===== config.mk =====
export PLATFORM = sky130hd
export DESIGN_NAME = seq_divmod_flat
export DESIGN_NICKNAME = d
export VERILOG_FILES = /design/src/rtl/seq_divmod_if.sv /design/src/rtl/seq_divmod.sv /design/src/flat_wrapper.sv
export SDC_FILE = /design/constraint.sdc
export NUM_CORES = 1
export LEC_CHECK = 0
export CORE_MARGIN = 1
export CORE_UTILIZATION = 45
export CTS_CLUSTER_DIAMETER = 40
export DETAILED_ROUTE_END_ITERATION = 8
export GPL_ROUTABILITY_DRIVEN = 0
export PLACE_DENSITY = 0.73
export SETUP_SLACK_MARGIN = 0.15
export SLEW_MARGIN = 5
export SYNTH_ARGS = -nofsm -noshare
export SYNTH_HDL_FRONTEND = slang
export SYNTH_SLANG_ARGS = --single-unit

===== constraint.sdc =====
create_clock -name clk -period 3.9 [get_ports clk]
set_input_delay 0.585 -clock clk [delete_from_list [all_inputs] [get_ports clk]]
set_output_delay 0.585 -clock clk [all_outputs]
set_load 0.01 [all_outputs]

===== src/rtl/seq_divmod_if.sv =====
// Handshake bundle between the prime generator (master) and the sequential
// divider/modulo unit (slave): go/a/b requests, ready/error/quot/mod results.
interface seq_divmod_if #(
    parameter int WIDTH = 16
);
    logic             go;
    logic [WIDTH-1:0] a;
    logic [WIDTH-1:0] b;
    logic             ready;
    logic             error;
    logic [WIDTH-1:0] quot;
    logic [WIDTH-1:0] mod;

    modport master (
        output go,
        output a,
        output b,
        input  ready,
        input  error,
        input  quot,
        input  mod
    );

    modport slave (
        input  go,
        input  a,
        input  b,
        output ready,
        output error,
        output quot,
        output mod
    );
endinterface


===== src/rtl/seq_divmod.sv =====
// Sequential unsigned divider/modulo: restoring division, one quotient bit per
// cycle, started by a rising edge of go; divide-by-zero is flagged via error.
module seq_divmod #(
    parameter int WIDTH = 16
) (
    input  logic         clk,
    input  logic         rst,
    seq_divmod_if.slave  bus
);
    localparam int CNT_W = $clog2(WIDTH + 1);

    typedef enum logic [1:0] {
        IDLE = 2'd0,
        BUSY = 2'd1,
        ZDIV = 2'd2
    } state_e;

    state_e            state_q, state_d;
    logic              go_prev_q, go_prev_d;
    logic [WIDTH-1:0]  dvd_q, dvd_d;
    logic [WIDTH-1:0]  dvs_q, dvs_d;
    logic [WIDTH-1:0]  rem_q, rem_d;
    logic [CNT_W-1:0]  cnt_q, cnt_d;
    logic              ready_q, ready_d;
    logic              error_q, error_d;
    logic [WIDTH-1:0]  quot_q, quot_d;
    logic [WIDTH-1:0]  mod_q, mod_d;

    logic              start_s;
    logic              last_s;
    logic              ge_s;
    logic [WIDTH:0]    rshift_s;
    logic [WIDTH-1:0]  diff_s;
    logic [WIDTH-1:0]  rem_next_s;
    logic [WIDTH-1:0]  dvd_next_s;

    // One restoring-division step and start-edge detection.
    always_comb begin
        start_s    = bus.go && !go_prev_q;
        last_s     = (cnt_q == CNT_W'(1));
        rshift_s   = {rem_q, dvd_q[WIDTH-1]};
        ge_s       = (rshift_s >= {1'b0, dvs_q});
        // When ge_s holds the true difference is below the divisor, so the
        // low WIDTH bits of the subtraction are exact.
        diff_s     = rshift_s[WIDTH-1:0] - dvs_q;
        rem_next_s = ge_s ? diff_s : rshift_s[WIDTH-1:0];
        // The dividend register doubles as the quotient shift register.
        dvd_next_s = {dvd_q[WIDTH-2:0], ge_s};
    end

    // State and datapath registers.
    always_ff @(posedge clk) begin
        if (rst) begin
            state_q   <= IDLE;
            go_prev_q <= 1'b0;
            dvd_q     <= {WIDTH{1'b0}};
            dvs_q     <= {WIDTH{1'b0}};
            rem_q     <= {WIDTH{1'b0}};
            cnt_q     <= {CNT_W{1'b0}};
            ready_q   <= 1'b1;
            error_q   <= 1'b0;
            quot_q    <= {WIDTH{1'b0}};
            mod_q     <= {WIDTH{1'b0}};
        end else begin
            state_q   <= state_d;
            go_prev_q <= go_prev_d;
            dvd_q     <= dvd_d;
            dvs_q     <= dvs_d;
            rem_q     <= rem_d;
            cnt_q     <= cnt_d;
            ready_q   <= ready_d;
            error_q   <= error_d;
            quot_q    <= quot_d;
            mod_q     <= mod_d;
        end
    end

    // Next-state logic.
    always_comb begin
        state_d = state_q;
        case (state_q)
            IDLE: begin
                if (start_s) begin
                    if (bus.b == {WIDTH{1'b0}}) begin
                        state_d = ZDIV;
                    end else begin
                        state_d = BUSY;
                    end
                end else begin
                    state_d = IDLE;
                end
            end
            BUSY: begin
                if (last_s) begin
                    state_d = IDLE;
                end else begin
                    state_d = BUSY;
                end
            end
            ZDIV:    state_d = IDLE;
            default: state_d = IDLE;
        endcase
    end

    // Datapath and output next values.
    always_comb begin
        go_prev_d = bus.go;
        dvd_d     = dvd_q;
        dvs_d     = dvs_q;
        rem_d     = rem_q;
        cnt_d     = cnt_q;
        ready_d   = ready_q;
        error_d   = error_q;
        quot_d    = quot_q;
        mod_d     = mod_q;
        case (state_q)
            IDLE: begin
                if (start_s) begin
                    dvd_d   = bus.a;
                    dvs_d   = bus.b;
                    rem_d   = {WIDTH{1'b0}};
                    cnt_d   = CNT_W'(WIDTH);
                    ready_d = 1'b0;
                    error_d = 1'b0;
                end else begin
                    ready_d = ready_q;
                end
            end
            BUSY: begin
                dvd_d = dvd_next_s;
                rem_d = rem_next_s;
                cnt_d = cnt_q - CNT_W'(1);
                if (last_s) begin
                    quot_d  = dvd_next_s;
                    mod_d   = rem_next_s;
                    ready_d = 1'b1;
                end else begin
                    ready_d = 1'b0;
                end
            end
            ZDIV: begin
                quot_d  = {WIDTH{1'b1}};
                mod_d   = dvd_q;
                ready_d = 1'b1;
                error_d = 1'b1;
            end
            default: begin
                ready_d = 1'b1;
                error_d = 1'b0;
            end
        endcase
    end

    assign bus.ready = ready_q;
    assign bus.error = error_q;
    assign bus.quot  = quot_q;
    assign bus.mod   = mod_q;

endmodule


===== src/flat_wrapper.sv =====
// flat-port wrapper written by rule: the top's interface ports become plain ports
module seq_divmod_flat 
#(
    parameter int WIDTH = 16
)
  (clk, rst, bus_go, bus_a, bus_b, bus_ready, bus_error, bus_quot, bus_mod);
  seq_divmod_if #(.WIDTH(WIDTH)) bus_i ();
  input  logic clk;
  input  logic rst;
  input wire logic [$bits(bus_i.go)-1:0] bus_go;
  input wire logic [$bits(bus_i.a)-1:0] bus_a;
  input wire logic [$bits(bus_i.b)-1:0] bus_b;
  output wire logic [$bits(bus_i.ready)-1:0] bus_ready;
  output wire logic [$bits(bus_i.error)-1:0] bus_error;
  output wire logic [$bits(bus_i.quot)-1:0] bus_quot;
  output wire logic [$bits(bus_i.mod)-1:0] bus_mod;
  assign bus_i.go = bus_go;
  assign bus_i.a = bus_a;
  assign bus_i.b = bus_b;
  assign bus_ready = bus_i.ready;
  assign bus_error = bus_i.error;
  assign bus_quot = bus_i.quot;
  assign bus_mod = bus_i.mod;
  seq_divmod #(.WIDTH(WIDTH)) u_core (.clk(clk), .rst(rst), .bus(bus_i));
endmodule

==> metrics.txt <==
Arr. time, crit path 3.09 ns; Seq/Total Area, Yosys 40.6%; worst rel slew slack 47.2%; reg-to-reg startpoint u_core.dvd_q[15]$_SDFFE_PP0P_; post_cts resized 0; initial DRC count 218; first-pass GRT wire length 19200 um; Row Count 35; number of synthesis warnings 0; Worst EP required 4.16 ns; GRT overflow 0; worst r2r dst u_core.bus.mod[14]$_SDFFE_PP0P_; Fmax achieved 0.354 GHz; critical path peak fanout 3; dominant synthesized flop cell dfxtp_1; cell taking the most area after synthesis dfxtp_1; Worst Hold Class reg2reg; GRT Overall Usage 24.3%; Worst Reg2Reg Path Length in Cells 11; die area 10300 sq um; Cell Pwr Density 570 nW/um^2; Post-Syn Area 4440 sq um; final worst path period need 2.83 ns; Top Ports 69; final hold vios 0; Root Buffer clkbuf_8; Syn Inst Count 538; Hold EP u_core.dvs_q[13]$_SDFFE_PP0P_; leakage power 1.98 nW; Avg Cell Area, Syn 8.25 sq um; Layout area overhead 21.3%; crit path launch u_core.dvd_q[15]$_SDFFE_PP0P_; RSZ-0062 raised after global routing false; H-tree levels 3; antenna-violating nets left 0; switching part of the total 40.1%; nets 646; Avg Vias per Cell 5.80; Comb pwr share 44.2%; Slew Viols, Final 0; vias 4212; Int Power 1.84 mW; Core ar. 9420 sq um; Clock power frac 20.9%; status finished clean; Final Power 3.07 mW; Skew-Pair Late Insertion Delay 0.37 ns; largest net degree at the start of global routing 45; per-cell routed wire length 16.6 um; vias in the first global route 3909; First-pass DRT Iterations 6; Post-Syn Nets 592; FF+latch count, synth 90; Synth cell types 60; clock sink count 90; Die Wd 101 um; clock buffer count from CTS 9; HP Start u_core.dvs_q[13]$_SDFFE_PP0P_; Max clock buf depth 2; Reg clk slew, reported paths 0.11 ns; actual slew at the worst max-slew pin 0.790 ns; die span in y 101 um; initial antenna violation count 0; CP Capture Type flop; top cells by count, synth dfxtp_1, nand2_1, inv_1; routed wire length 12000 um; CTS Hold Bufs 0; share of synthesized registers carrying an async set or reset 0%; most frequent cell after synthesis dfxtp_1; CTS tree done; DRC 0; half-perimeter wire length after placement 8980 um; Post-synth EDFFs 0; sw power 1.23 mW; Worst Setup Start Kind flop; antenna fix cells 0; Final Skew 0.0160 ns; Max Cap Viol 0; peak supply drop 0.439 mV; hold path cells 2; PortBufs 68; top-area cell type share of the netlist area 40.6%; Post-CTS Setup Bufs 0; Worst Setup Path Type reg2reg; share of cells above drive strength 1 5.86%; Starting Density 47.1%; synth top area cells dfxtp_1, nand2_1, ha_1; WHS 0.458 ns; final setup fails 0; Fin Setup TNS 0 ns; Seq pwr share 34.9%; R2R Setup Slk 1.07 ns; fin crit share 72.5%
area by class of cell:
type,count,area (sq um)
inverters,35,131
clock buffers,10,138
well taps,129,161
clock inverters,6,55.1
repair buffers,75,728
multi-input cells,381,2370
flip-flops and latches,90,1800
fillers,852,4030
worst max path at each step:
| stage | to | cells past startpoint | slack, ns |
|---|---|---|---|
| finish | u_core.bus.mod[14]$_SDFFE_PP0P_ | 11 | 1.07 |
| CTS | u_core.bus.mod[14]$_SDFFE_PP0P_ | 11 | 1.10 |
| global placement | u_core.bus.mod[14]$_SDFFE_PP0P_ | 11 | 1.20 |
| detailed placement | u_core.bus.mod[14]$_SDFFE_PP0P_ | 11 | 1.13 |
| floorplan | u_core.bus.mod[14]$_SDFFE_PP0P_ | 11 | 1.37 |
| global route | u_core.rem_q[9]$_SDFFE_PP0P_ | 9 | 0.85 |
worst max-delay path, cell delays in order, from the launching register on:
cell and delay, ns:
dfxtp_1 0.33, inv_1 0.09, ha_1 0.18, inv_1 0.06
fa_1 0.40, a21o_1 0.22, a221oi_2 0.40, o21ba_2 0.22
a21oi_2 0.08, mux2i_1 0.12, or3_1 0.38, a41o_1 0.25
cells by family (layout without fill, tap and decap cells):
logic type,Yosys count,in the layout,synth area share [%]
compound gates,160,160,24.0
xor+xnor,11,11,2.17
fa+ha+maj,19,19,5.53
buf+inv,67,126,6.06
flops,90,90,40.6
mux,14,14,3.19
simple gates,177,177,18.5
per-stage QoR:
stage / cell area [sq um] / instances / setup WS (ns) / utilization [%]
2_1_floorplan: 4440 / 538 / 1.37 / -
3_3_place_gp: 5190 / 710 / 1.20 / 55.1
3_5_place_dp: 5190 / 710 / 1.13 / 55.1
4_1_cts: 5380 / 726 / 1.10 / 57.2
5_1_grt: 5380 / 726 / 0.846 / 57.2
6_report: 5380 / 726 / 1.07 / 57.2
power by group through the flow:
stage                     clock network, mW  logic (mW)  registers (mW)
final                                 0.641        1.35            1.07
after global routing                  0.689        1.48            1.08
after CTS                             0.648        1.33            1.07
after detailed placement                  0        1.32            1.09
after global placement                    0        1.29            1.09
after floorplan                           0        1.08            1.06
placed cells by master, fill, tap and decap left out, types with 4 or more instances in the layout:
| cell | netlist | layout |
|---|---|---|
| a222oi_1 | 4 | 4 |
| clkdlybuf4s50_1 | 0 | 67 |
| nand2b_1 | 7 | 7 |
| inv_1 | 33 | 33 |
| xnor2_1 | 5 | 5 |
| nor3_1 | 9 | 9 |
| clkbuf_8 | 0 | 10 |
| nor2b_1 | 4 | 4 |
| o21ai_0 | 24 | 24 |
| nor4_1 | 6 | 6 |
| o22ai_1 | 13 | 13 |
| nand2_1 | 88 | 88 |
| dfxtp_1 | 90 | 90 |
| nor2_1 | 30 | 30 |
| o21a_1 | 4 | 4 |
| a21oi_1 | 32 | 32 |
| a31oi_1 | 21 | 21 |
| buf_4 | 0 | 7 |
| a211oi_1 | 8 | 8 |
| nand3b_1 | 4 | 4 |
| mux2i_1 | 13 | 13 |
| o21ai_1 | 8 | 8 |
| nand4_1 | 5 | 5 |
| a21o_1 | 4 | 4 |
| a221oi_1 | 11 | 11 |
| a22oi_1 | 15 | 15 |
| ha_1 | 18 | 18 |
| xor2_1 | 6 | 6 |
| nand3_1 | 8 | 8 |
registers in the layout, summed over array words and instances, names as in the netlist:
| name | cells |
|---|---|
| u_core.bus.mod | 16 |
| u_core.go_prev_q | 1 |
| u_core.bus.error | 1 |
| u_core.state_q | 2 |
| u_core.rem_q | 16 |
| u_core.dvs_q | 16 |
| u_core.dvd_q | 16 |
| u_core.cnt_q | 5 |
| u_core.bus.ready | 1 |
| u_core.bus.quot | 16 |
layer usage:
| layer | up-vias | routed length [um] | part of all wire, % | global-route usage, % |
|---|---|---|---|---|
| li1 | 2043 | - | - | - |
| met1 | 2017 | 5330 | 44 | 31.7 |
| met2 | 135 | 5710 | 48 | 40.0 |
| met3 | 17 | 763 | 6.3 | 4.97 |
| met4 | 0 | 215 | 1.8 | 8.58 |
| met5 | - | 0 | 0 | 0 |
Note: power is estimated with default switching activity, not from simulation.
